===== config.mk =====
export PLATFORM = sky130hd
export DESIGN_NAME = instruction_prefetch
export DESIGN_NICKNAME = d
export VERILOG_FILES = /design/src/rtl/instruction_prefetch.sv
export SDC_FILE = /design/constraint.sdc
export NUM_CORES = 1
export LEC_CHECK = 0
export CAP_MARGIN = 30
export CORE_MARGIN = 2
export CORE_UTILIZATION = 30
export DETAILED_ROUTE_END_ITERATION = 10
export PLACE_DENSITY = 0.5
export SYNTH_ARGS = -nofsm -noshare
export SYNTH_HDL_FRONTEND = slang
export SYNTH_SLANG_ARGS = --single-unit
export TNS_END_PERCENT = 30

===== constraint.sdc =====
create_clock -name clk -period 4 [get_ports clk]
set_input_delay 0.8 -clock clk [delete_from_list [all_inputs] [get_ports clk]]
set_output_delay 0.8 -clock clk [all_outputs]
set_load 0.05 [all_outputs]

===== src/rtl/instruction_prefetch.sv =====
// Instruction prefetch queue: fetches sequential words from instruction memory
// into a circular {pc, ir} FIFO and flushes it on a redirect from later stages.
module instruction_prefetch #(
  parameter int          DEPTH    = 4,
  parameter logic [31:0] RESET_PC = 32'h0000_0000
) (
  input  logic                     clk,
  input  logic                     rst,
  output logic                     imem_req,
  output logic [31:0]              imem_addr,
  input  logic                     imem_ack,
  input  logic [31:0]              imem_rdata,
  input  logic                     redirect,
  input  logic [31:0]              redirect_pc,
  output logic                     if_valid,
  input  logic                     if_ready,
  output logic [31:0]              if_pc,
  output logic [31:0]              if_ir,
  output logic [$clog2(DEPTH):0]   q_count
);

  localparam int PTR_W = $clog2(DEPTH);
  localparam int CNT_W = PTR_W + 1;

  localparam logic [1:0] IDLE    = 2'd0;
  localparam logic [1:0] REQ     = 2'd1;
  localparam logic [1:0] DISCARD = 2'd2;

  localparam logic [31:0] RESET_PC_ALIGNED = {RESET_PC[31:2], 2'b00};

  logic [1:0]       state, state_nxt;
  logic [31:0]      fetch_pc, fetch_pc_nxt;
  logic [31:0]      addr_nxt;
  logic [PTR_W-1:0] head, tail;
  logic [CNT_W-1:0] count;
  logic [31:0]      pc_q [DEPTH];
  logic [31:0]      ir_q [DEPTH];

  logic             push, pop, full;
  logic [31:0]      redirect_pc_aligned;
  logic [31:0]      addr_inc;
  logic [CNT_W:0]   cnt_after_push;

  assign redirect_pc_aligned = {redirect_pc[31:2], 2'b00};
  assign addr_inc            = imem_addr + 32'd4;

  assign if_valid = (count != '0);
  assign full     = (count == CNT_W'(DEPTH));
  assign imem_req = (state == REQ) || (state == DISCARD);

  // Redirect suppresses both queue operations; the flush wins.
  assign push = (state == REQ) && imem_ack && !redirect;
  assign pop  = if_valid && if_ready && !redirect;

  // Occupancy the queue will have once this cycle's push and pop land.
  assign cnt_after_push = {1'b0, count} + (CNT_W+1)'(1) - {{CNT_W{1'b0}}, pop};

  always_comb begin
    state_nxt    = state;
    fetch_pc_nxt = fetch_pc;
    addr_nxt     = imem_addr;
    case (state)
      IDLE: begin
        if (redirect) begin
          fetch_pc_nxt = redirect_pc_aligned;
        end else if (!full) begin
          state_nxt = REQ;
          addr_nxt  = fetch_pc;
        end
      end
      REQ: begin
        if (redirect) begin
          fetch_pc_nxt = redirect_pc_aligned;
          state_nxt    = imem_ack ? IDLE : DISCARD;
        end else if (imem_ack) begin
          fetch_pc_nxt = addr_inc;
          if (cnt_after_push < (CNT_W+1)'(DEPTH)) begin
            addr_nxt = addr_inc;
          end else begin
            state_nxt = IDLE;
          end
        end
      end
      DISCARD: begin
        // Stale request stays on the bus until memory answers; its data is dropped.
        if (redirect) begin
          fetch_pc_nxt = redirect_pc_aligned;
        end
        if (imem_ack) begin
          state_nxt = IDLE;
        end
      end
      default: state_nxt = IDLE;
    endcase
  end

  always_ff @(posedge clk) begin
    if (rst) begin
      state     <= IDLE;
      fetch_pc  <= RESET_PC_ALIGNED;
      imem_addr <= '0;
      head      <= '0;
      tail      <= '0;
      count     <= '0;
    end else begin
      state     <= state_nxt;
      fetch_pc  <= fetch_pc_nxt;
      imem_addr <= addr_nxt;
      if (redirect) begin
        head  <= '0;
        tail  <= '0;
        count <= '0;
      end else begin
        if (push) tail <= tail + PTR_W'(1);
        if (pop)  head <= head + PTR_W'(1);
        case ({push, pop})
          2'b10:   count <= count + CNT_W'(1);
          2'b01:   count <= count - CNT_W'(1);
          default: count <= count;
        endcase
      end
    end
  end

  // Queue storage carries data only, so it is left out of reset.
  always_ff @(posedge clk) begin
    if (push) begin
      pc_q[tail] <= imem_addr;
      ir_q[tail] <= imem_rdata;
    end
  end

  assign if_pc   = if_valid ? pc_q[head] : '0;
  assign if_ir   = if_valid ? ir_q[head] : '0;
  assign q_count = count;

endmodule

## Word level (Yosys, flattened, before mapping)

Memories as Yosys holds them, arrays and structs flattened. A register that Yosys moved wholly into a read port is not among the register bits.
Cells that the tools add are included.

- Register bits: 73
- Bits in writable memories: 256
- Input bits: 69
- Output and inout bits: 101
- Word-level logic and storage cells: 73
- Memories kept: 2

Memory list:

| name | depth | bits a word | rd ports | clocked after Yosys merged registers in | write ports | line | text |
|---|---|---|---|---|---|---|---|
| ir_q | 4 | 32 | 1 | 1 | 1 | 37 | `logic [31:0] ir_q [DEPTH];` |
| pc_q | 4 | 32 | 1 | 1 | 1 | 36 | `logic [31:0] pc_q [DEPTH];` |

- Add/subtract/negate cells: 7
- Magnitude comparators: 1
- Equality and inequality tests: 14
- Mux-type cells: 27
- Reduce and logical (&&, ||, !) cells: 16

Operators with widths:

| kind | number |
|---|---|
| 32-bit two-way mux | 10 |
| 32-bit case mux with 2 select lines | 2 |
| 32-bit by 3-bit adder with 32-bit output (second input constant) | 1 |
| 2-bit two-way mux | 11 |
| 2-bit inequality test (second input constant) | 5 |
| 3-bit inequality test (second input constant) | 2 |
| 2-bit case mux with 3 select lines | 1 |
| 3-bit case mux with 2 select lines | 1 |
| 6-bit AND reduction | 1 |
| 2-bit nonzero test | 3 |
| 5-bit AND reduction | 1 |
| 2-bit by 1-bit adder with 2-bit output (second input constant) | 2 |
| 3-bit by 1-bit adder with 4-bit output (second input constant) | 1 |
| 2-bit by 1-bit equality test with 1-bit output (second input constant) | 2 |
| 2-bit equality test (second input constant) | 2 |
| 1-bit logical AND | 4 |
| 4-bit by 3-bit < comparator with 1-bit output (second input constant) | 1 |
| 2-bit by 1-bit inequality test with 1-bit output (second input constant) | 2 |
| 2-bit OR reduction | 2 |
| 4-bit by 1-bit subtractor with 4-bit output | 1 |
| 3-bit by 1-bit adder with 3-bit output (second input constant) | 1 |
| 3-bit equality test (second input constant) | 1 |
| 3-bit AND reduction | 1 |
| 3-bit nonzero test | 1 |
| other kinds (5) | 6 |

## Longest topological paths before layout

- Depth after elaboration: 9
- Depth in mapped cells: 12
- Depth with buffers taken out: 11

## Worst setup path before layout

OpenSTA, ideal clock, no wires.

- Path kind: in2reg
- Start: in redirect
- End: mem ir_q[0][0], enable pin
- Arrival: 2.780 ns
- Required time: 3.571 ns
- Setup slack: 0.791 ns
- Cell stages on the path: 3
- Cells stage by stage: buf_1 > nor2b_1 > and3_1

- Cells in the longest elaborated chain, start to end: 4

RTL lines:

| what | line | text |
|---|---|---|
| from (decl) | 13 | `input logic redirect,` |
| 1-bit zero test | 52 | `assign push = (state == REQ) && imem_ack && !redirect;` |
| 1-bit logical AND | 52 |  |
| 1-bit two-way mux | 127 | `if (push) begin` |
| 1-bit two-way mux (implied by the code) | 129 | `ir_q[tail] <= imem_rdata;` |
| to (decl) | 37 |  |

No other way between the ends.

## Worst setup path in the final report

- Start: reg count[0] (netlist: q_count[0])
- End: out if_pc[31]

- Cells in the longest elaborated chain, start to end: 2

RTL lines:

| what | line | text |
|---|---|---|
| from (decl) | 35 | `logic [CNT_W-1:0] count;` |
| from (signal assigned) | 117 | `2'b10: count <= count + CNT_W'(1);` |
| from (signal assigned) | 118 | `2'b01: count <= count - CNT_W'(1);` |
| from (signal assigned) | 119 | `default: count <= count;` |
| 3-bit nonzero test | 47 | `assign if_valid = (count != '0);` |
| 32-bit two-way mux | 133 | `assign if_pc = if_valid ? pc_q[head] : '0;` |
| to (decl) | 17 | `output logic [31:0] if_pc,` |

No other way between the ends.

==> metrics.cfg <==
[routing]
ant_nets = 0
drc = 0
viasPerCell = 4.97
first_iter_violations = 653
drt-total-wl_mm = 37.1
dr.pass1.iters = 7
vias = 8928
routedWlPerCell_microns = 20.7

[clock_network]
post-cts-setup-buffer-count = 0
path_clk_slew_ns = 0.06
numCtsBuffers = 40
cts.htree.levels = 2
cts_num_sinks = 331
post_cts_resized = 0
insertion_delay_ns = 0.55
ctsHoldBuffers = 0
cts_tree = done
clk_path_buf_depth = 3
clockRootBuffer = clkbuf_16

[critical_path]
critPathBufInv = 2
slowest_stage = clkdlybuf4s50_1
crit_fanout = 34
crit_family = buffers and inverters
critPathCaptureType = output port
crit_path_start_kind = flop
cp_slowest_stage_delay_ns = 0.80
path_class = reg -> out
worstPathArrival_ns = 2.82
path_cells = or3_4 > buf_4 > and2_1 > clkdlybuf4s50_1
required_ns = 3.20

[synthesis]
yosys.cell_types.count = 71
synth-seq-cells = 331
synth_top_area_share_pct = 54.7
syn_inst = 974
yosysWarnings = 0
yosys-top-cells-area = edfxtp_1, dfxtp_1, mux4_2, and2_1, a21oi_1
yosysSeqAreaShare_pct = 65.3
synth_most_common_cell = edfxtp_1
synth_area_sq_mm = 0.0141
synth_nets = 1053
synth_top_area_cell = edfxtp_1
synthFlopType = edfxtp_1
syn_avg_cell_area_sq_um = 14.4
synth.cells.most_frequent = edfxtp_1, dfxtp_1, and2_1
synth_edf_count = 256
synthArstFlopShare_pct = 0

[hold_path]
hp-class = reg -> reg

[pwr]
p_per_area_mw_per_mm2 = 443
leakage_uw = 0.00567
peakVddDrop_mv = 0.214

[layout]
diodes = 0
synthToLayoutAreaGrowth_pct = 27.1
final_util_pct = 38.5
n_fill_cell = 4436
finalNetCount = 1236
drive_gt1_share_pct = 14.8
stdcell_count = 1795

[timing]
maxSlewViolCount = 0
timing.final.crit_period_ns = 3.62
rsz0062_at_grt = false
finalCritPeriodShare_pct = 90.5
hold_viol_final = 0
worst_slew_pin_slew_ns = 0.778
slew_headroom_pct = 47.7
max_freq_mhz = 276
finalSetupViolCount = 0
fin_worst_skew_ns = 0.0132
tns_ns = 0

[floorplan]
chipWidth_microns = 221
io-pin-count = 170
start_util_pct = 30.3
coreArea_sq_mm = 0.0465
dieArea_sq_mm = 0.0486
die_height_microns = 221
rows = 79

[global_routing]
grt_pass1_wl_mm = 55.9
antenna_found_initial = 1
grt_max_degree = 65
grt_overflow_total = 0
track_usage_pct = 15.4
first_global_vias = 9159

[placement]
place.gp.congestion = 0.777
dp_cells = 1722
numPortBuffers = 167
hpwl_mm = 22.4

[flow_run]
drv_cap = 0

[run_status]
outcome = finished, final reports clean

[per-stage QoR]
| stage | hold slack, ns | area, sq um | worst slack, ns | total power, uW |
|---|---|---|---|---|
| global placement | 0.432 | 16600 | 0.685 | 4560 |
| floorplan | 0.422 | 14100 | 0.791 | 4270 |
| detailed placement | 0.440 | 16600 | 0.632 | 4570 |
| CTS | 0.446 | 17900 | 0.0119 | 8060 |
| finish | 0.443 | 17900 | 0.381 | 7920 |
| global route | 0.463 | 17900 | 0.124 | 8250 |
[flip-flops by register name (all words and copies together) (netlist names), named ones only]
name,cells
ir_q,128
q_count,3
tail,2
imem_addr,32
state,2
pc_q,128
head,2
fetch_pc,32
[logic make-up after synthesis]
kind of cell	count (synthesis)	synth area share (%)
compound gates	170	7.81
xor+xnor	19	1.18
fa+ha+maj	10	0.943
buf+inv	78	2.33
flops	331	65.3
mux	74	11.0
simple gates	292	11.4
[final timing paths]
| kind | from | end | slack (ns) | cells after the start |
|---|---|---|---|---|
| min | fetch_pc[27] | fetch_pc[27] | 0.44 | 2 |
| max reg2reg | imem_addr[3] | fetch_pc[30] | 1.29 | 6 |
| min reg2reg | fetch_pc[27] | fetch_pc[27] | 0.44 | 2 |
| max | q_count[0] | if_pc[31] | 0.38 | 4 |
[area by class of cell]
type | count | area, sq um | area share [%]
Tap cell | 607 | 759 | 4.25
Inverter | 15 | 56.3 | 0.315
Multi-Input combinational cell | 565 | 4580 | 25.6
Sequential cell | 331 | 9200 | 51.5
Timing Repair Buffer | 204 | 2040 | 11.4
Clock buffer | 53 | 1090 | 6.13
Clock inverter | 20 | 149 | 0.833
[placed cells by master, fill, tap and decap left out, types with 7 or more instances in the layout]
master	n
clkdlybuf4s50_1	167
ha_1	9
and2_1	65
a22o_1	10
buf_12	7
nor3_1	15
nor2b_1	11
nand4_1	7
clkbuf_16	41
o21ai_1	9
nand3_1	23
buf_4	30
dfxtp_1	73
nand2_1	51
a31oi_1	14
mux4_2	64
xor2_1	11
edfxtp_1	256
mux2i_1	9
inv_1	14
o211ai_1	7
o21ai_0	35
clkbuf_1	9
or3_1	10
a21oi_1	41
clkinv_1	11
nor4_1	17
nor2_1	49
xnor2_1	8
[where the power goes]
part	switching, uW	leakage (uW)	internal (uW)
sequential	77.3	0.00298	3780
clock	1380	0.000608	2050
combinational	382	0.00209	256
[tightest hold or removal path: stages, from the launching register on]
cell	delay, ns
dfxtp_1	0.31
nand2_1	0.05
o21ai_1	0.05
[per-layer routing]
layer | global-route usage, % | part of all wire [%] | vias up
met5 | 0 | 0.032 | -
met4 | 3.76 | 1.7 | 2
met3 | 3.53 | 5.1 | 52
met2 | 25.4 | 48 | 216
met1 | 20.5 | 45 | 4498
li1 | - | - | 4160
No activity file was read; power rests on OpenSTA's default activity.
